## config.mk

```make
export PLATFORM = sky130hd
export DESIGN_NAME = rf_wb_arbiter
export DESIGN_NICKNAME = d
export VERILOG_FILES = /design/src/rtl/rf_wb_arbiter.sv
export SDC_FILE = /design/constraint.sdc
export NUM_CORES = 1
export LEC_CHECK = 0
export CAP_MARGIN = 20
export CORE_ASPECT_RATIO = 0.8
export CORE_MARGIN = 2
export CORE_UTILIZATION = 39
export CTS_CLUSTER_SIZE = 12
export DETAILED_ROUTE_END_ITERATION = 6
export PLACE_DENSITY = 0.8
export SYNTH_ARGS = -nofsm -noshare
export SYNTH_HDL_FRONTEND = slang
export SYNTH_SLANG_ARGS = --single-unit
```

## constraint.sdc

```tcl
create_clock -name clk -period 2.11 [get_ports clk]
set_input_delay 0.422 -clock clk [delete_from_list [all_inputs] [get_ports clk]]
set_output_delay 0.422 -clock clk [all_outputs]
set_load 0.01 [all_outputs]
```

## src/rtl/rf_wb_arbiter.sv

```systemverilog
// Register-file write-back arbiter: serialises NREQ requesters onto one RF write port.
// Define RF_WB_ARB_RR_EN for round-robin arbitration; otherwise fixed priority (lowest index wins).
module rf_wb_arbiter #(
  parameter int unsigned NREQ = 3
) (
  input  logic                 clk,
  input  logic                 rst,
  input  logic [NREQ-1:0]      req,
  input  logic [NREQ*5-1:0]    req_addr,
  input  logic [NREQ*32-1:0]   req_data,
  output logic [NREQ-1:0]      gnt,
  output logic                 rf_we,
  output logic [4:0]           rf_addr,
  output logic [31:0]          rf_wdata,
  output logic [31:0]          rf_sel,
  output logic [15:0]          wr_count
);

  localparam int unsigned PTR_W = (NREQ > 1) ? $clog2(NREQ) : 1;
  localparam int unsigned AW    = 5;
  localparam int unsigned DW    = 32;
  localparam int unsigned CW    = 16;

  logic [NREQ-1:0]  gnt_q, gnt_d;
  logic             rf_we_q, rf_we_d;
  logic [AW-1:0]    rf_addr_q, rf_addr_d;
  logic [DW-1:0]    rf_wdata_q, rf_wdata_d;
  logic [DW-1:0]    rf_sel_q, rf_sel_d;
  logic [CW-1:0]    wr_count_q, wr_count_d;
  logic [PTR_W-1:0] ptr_q, ptr_d;

  logic [NREQ-1:0]  elig_c;
  logic [NREQ-1:0]  mask_c;
  logic [NREQ-1:0]  hi_c;
  logic [NREQ-1:0]  pick_c;
  logic             found_c;
  logic [PTR_W-1:0] win_c;
  logic [AW-1:0]    addr_c;
  logic [DW-1:0]    data_c;

  // The requester holding this cycle's grant is masked so one transaction is never granted twice.
  always_comb begin
    elig_c = req & ~gnt_q;
    mask_c = ~((NREQ'(1) << ptr_q) - NREQ'(1));
    hi_c   = elig_c & mask_c;
    pick_c = (|hi_c) ? hi_c : elig_c;
  end

  // Lowest set bit of pick_c wins; its payload is muxed out alongside.
  always_comb begin
    found_c = |pick_c;
    win_c   = '0;
    addr_c  = '0;
    data_c  = '0;
    for (int i = NREQ - 1; i >= 0; i--) begin
      if (pick_c[i]) begin
        win_c  = PTR_W'(i);
        addr_c = req_addr[AW*i +: AW];
        data_c = req_data[DW*i +: DW];
      end
    end
  end

  always_comb begin
    gnt_d      = '0;
    rf_we_d    = 1'b0;
    rf_sel_d   = '0;
    rf_addr_d  = rf_addr_q;
    rf_wdata_d = rf_wdata_q;
    wr_count_d = wr_count_q;
    ptr_d      = ptr_q;
    if (found_c) begin
      gnt_d      = NREQ'(1) << win_c;
      rf_addr_d  = addr_c;
      rf_wdata_d = data_c;
      // A write to $0 completes the handshake but never touches the file.
      rf_we_d    = (addr_c != '0);
      if (rf_we_d) begin
        rf_sel_d   = DW'(1) << addr_c;
        wr_count_d = wr_count_q + CW'(1);
      end
`ifdef RF_WB_ARB_RR_EN
      ptr_d = (win_c == PTR_W'(NREQ - 1)) ? '0 : win_c + PTR_W'(1);
`else
      ptr_d = '0;
`endif
    end
  end

  always_ff @(posedge clk or negedge rst) begin
    if (!rst) begin
      gnt_q      <= '0;
      rf_we_q    <= 1'b0;
      rf_addr_q  <= '0;
      rf_wdata_q <= '0;
      rf_sel_q   <= '0;
      wr_count_q <= '0;
      ptr_q      <= '0;
    end else begin
      gnt_q      <= gnt_d;
      rf_we_q    <= rf_we_d;
      rf_addr_q  <= rf_addr_d;
      rf_wdata_q <= rf_wdata_d;
      rf_sel_q   <= rf_sel_d;
      wr_count_q <= wr_count_d;
      ptr_q      <= ptr_d;
    end
  end

  assign gnt      = gnt_q;
  assign rf_we    = rf_we_q;
  assign rf_addr  = rf_addr_q;
  assign rf_wdata = rf_wdata_q;
  assign rf_sel   = rf_sel_q;
  assign wr_count = wr_count_q;

endmodule

```

==> results.sh <==
export IMPL_grt_pass1_wl_mm=19.55
export IMPL_wirelength_mm=12.37
export IMPL_hold_viol=0
export IMPL_grt_overflow=0
export IMPL_nets=706
export IMPL_clock_latency_ns=0.34
export IMPL_ir_drop_v=0.0006156
export IMPL_reg2reg_depth=7
export IMPL_syn_to_final_growth_pct=74.72
export IMPL_leakage_nw=2.799
export IMPL_coreArea_mm2=0.009529
export IMPL_antenna_found_initial=0
export IMPL_netlist_instances=349
export IMPL_grt_usage_pct=23.66
export IMPL_die_area_mm2=0.01052
export IMPL_path_clk_slew_ns=0.06
export IMPL_globalplace_congestion=0.8407
export IMPL_drv_cap=0
export IMPL_criticalPathCategory="reg -> reg"
export IMPL_slew_viol_final=0
export IMPL_hold_path_class="in -> async"
export IMPL_drc=0
export IMPL_synth_most_common_cell="dfrtp_1"
export IMPL_row_count=32
export IMPL_vias=3757
export IMPL_clockBufferDepth=2
export IMPL_cp_required_ns=2.34
export IMPL_critPathLaunchType="flip-flop"
export IMPL_antennaDiodeCount=0
export IMPL_p_total_w=0.005099
export IMPL_synth_nets=466
export IMPL_path_max_fanout=6
export IMPL_synth_area_leaders="dfrtp_1, o22ai_1, a21oi_1, nor2_1, xor2_1"
export IMPL_slew_headroom_pct=59.87
export IMPL_clk_root_buffer_cell="clkbuf_16"
export IMPL_cts_tree="done"
export IMPL_r2r_end="wr_count[1]"
export IMPL_ys_seq_elements=89
export IMPL_clkSinkCount=89
export IMPL_fmax_mhz=486.4
export IMPL_grt_setup_unrepaired="true"
export IMPL_r2r_setup_slack_ns=0.05
export IMPL_worst_slack_ns=0.05390
export IMPL_fin_crit_sh_pct=97.45
export IMPL_dominantRegCellSynth="dfrtp_1"
export IMPL_firstDrtPassIters=4
export IMPL_grt_pass1_vias=3918
export IMPL_dp_hpwl_mm=8.971
export IMPL_tightest_slew_ns=0.6020
export IMPL_fp_dieH_um=92.13
export IMPL_dp_cells=693
export IMPL_setup_viol=0
export IMPL_finClkSkew_ns=0.006581
export IMPL_crit_path_max_incr_delay_ns=0.40
export IMPL_final_area_mm2=0.006615
export IMPL_via_per_inst=5.277
export IMPL_synth_warnings=0
export IMPL_syn_cell_area_mm2=0.003786
export IMPL_yosys_area_top_type="dfrtp_1"
export IMPL_grt_max_degree=62
export IMPL_drt_iter0_markers=167
export IMPL_die_w_um=114.2
export IMPL_wl_per_cell_um=17.38
export IMPL_place_port_buffers=204
export IMPL_io_pins=205
export IMPL_placedInstanceArea_mm2=0.006230
export IMPL_ys_types=50
export IMPL_async_reset_ff_share_pct=100.0
export IMPL_worstSetupEndpointType="flip-flop"
export IMPL_postRouteAntennaNets=0
export IMPL_cts_hold_repair_buffers=0
export IMPL_synth_edf_count=0
export IMPL_cts_inserted_buffers=9
export IMPL_avgSynthCellArea_um2=10.85
export IMPL_synth_top_area_share_pct=58.82
export IMPL_ys_seq_area_share_pct=58.82
export IMPL_dpl_worst_slack_ns=-0.4372
export IMPL_arrival_ns=2.28
export IMPL_synth_commonest_cells="dfrtp_1, o22ai_1, a21oi_1"
export IMPL_instances_no_fill=712
export IMPL_run_status="complete, no violations"
export IMPL_cp_slowest_cell="a2111oi_4"
export IMPL_min_period_ns=2.056
export IMPL_path_cells="nand2b_4 > inv_6 > a311o_1 > a2111oi_4 > buf_6 > nand2_2 > mux2_4"
export IMPL_tns_ns=0
export IMPL_start_util_pct=39.73
export IMPL_p_per_area_mw_per_mm2=770.8
export IMPL_drive_gt1_share_pct=14.33
export IMPL_r2r_start="gnt[0]"
export IMPL_h_tree_depth=3
-- kinds of logic after synthesis --
family / after synthesis / share of synthesized area (%)
AO/OA/AOI/OAI: 126 / 21.51
flip-flops: 89 / 58.82
AND/OR/NAND/NOR: 89 / 12.19
buffers and inverters: 27 / 3.172
XOR/XNOR: 15 / 3.470
adder cells (fa/ha/maj): 1 / 0.3304
other: 1 / 0.09905
multiplexers: 1 / 0.3964
-- timing repair --
| item | CTS | global route |
|---|---|---|
| cloned | 0 | 1 |
| setup buffers | 1 | 2 |
| pin swaps | 0 | 2 |
| resized for setup | 9 | 12 |
| endpoints found under the setup margin | 19 | 45 |
-- power breakdown --
group | switching, W | total (W) | leakage, nW | internal (W)
sequential | 0.000181 | 0.00210 | 1.09 | 0.00191
clock | 0.000668 | 0.00147 | 0.132 | 0.000797
combinational | 0.000663 | 0.00154 | 1.57 | 0.000876
total | 0.00151 | 0.00510 | 2.80 | 0.00359
-- through the flow --
step | utilization [%] | hold WS (ns)
finish | 69.42 | 0.01565
global route | 69.42 | 0.04304
CTS | 68.75 | 0.03397
detailed placement | 65.38 | 0.3967
global placement | 65.38 | 0.3841
floorplan | - | 0.1264
-- flip-flops by register name (all words and copies together) (netlist names) --
register and cells:
gnt 3, rf_addr 5, wr_count 16, rf_we 1, rf_wdata 32, rf_sel 32
-- worst max-delay path by stage --
stage | cells past startpoint | start | end | slack [ns]
after floorplan | 7 | gnt[0] | wr_count[1] | 0.09
after global placement | 7 | req[1] | wr_count[12] | -0.37
after detailed placement | 7 | req[1] | wr_count[12] | -0.44
after CTS | 8 | req[0] | wr_count[1] | -0.003
after global routing | 7 | gnt[0] | wr_count[1] | -0.001
final | 7 | gnt[0] | wr_count[1] | 0.05
-- routing by layer --
metal | GRT usage (%) | vias to the layer above | routed length (um)
met2 | 40.63 | 132 | 6238
met1 | 29.28 | 1833 | 5097
met5 | 0 | - | 0
met3 | 7.469 | 13 | 920
li1 | - | 1779 | -
met4 | 5.183 | 0 | 118
-- final cells by class --
class,count,area [um^2]
fillers,734,2914
repair buffers,252,2437
flip-flops and latches,89,2228
multi-input cells,233,1511
clock buffers,9,225.2
well taps,119,148.9
clock inverters,6,43.79
inverters,4,20.02
-- critical path: cells and delay by family (launching register included) --
family | cells | cell delay, ns
AOI/OAI and AO/OA | 2 | 0.77
buffers and inverters | 2 | 0.24
DFF | 1 | 0.39
muxes | 1 | 0.30
and+or+nand+nor | 2 | 0.25
-- layout by cell type, fill, tap and decap left out, types with 2 or more instances in the layout --
cell and count:
xnor2_1 4, inv_1 3, and2_1 2, inv_6 3, nor2_1 37, nand2b_1 7, buf_6 2, buf_4 44
o22ai_1 64, a2111oi_2 3, clkdlybuf4s50_1 200, a21boi_1 3, clkbuf_16 9, a21o_1 3, dfrtp_1 88, a211oi_2 2
a2111oi_4 2, nand3_1 7, dlymetal6s2s_1 3, and3b_1 3, clkinv_2 2, buf_12 2, a21oi_1 39, nand3b_1 3
nand2_1 12, xor2_1 11, and3_1 3
Note: power is estimated with default switching activity, not from simulation.
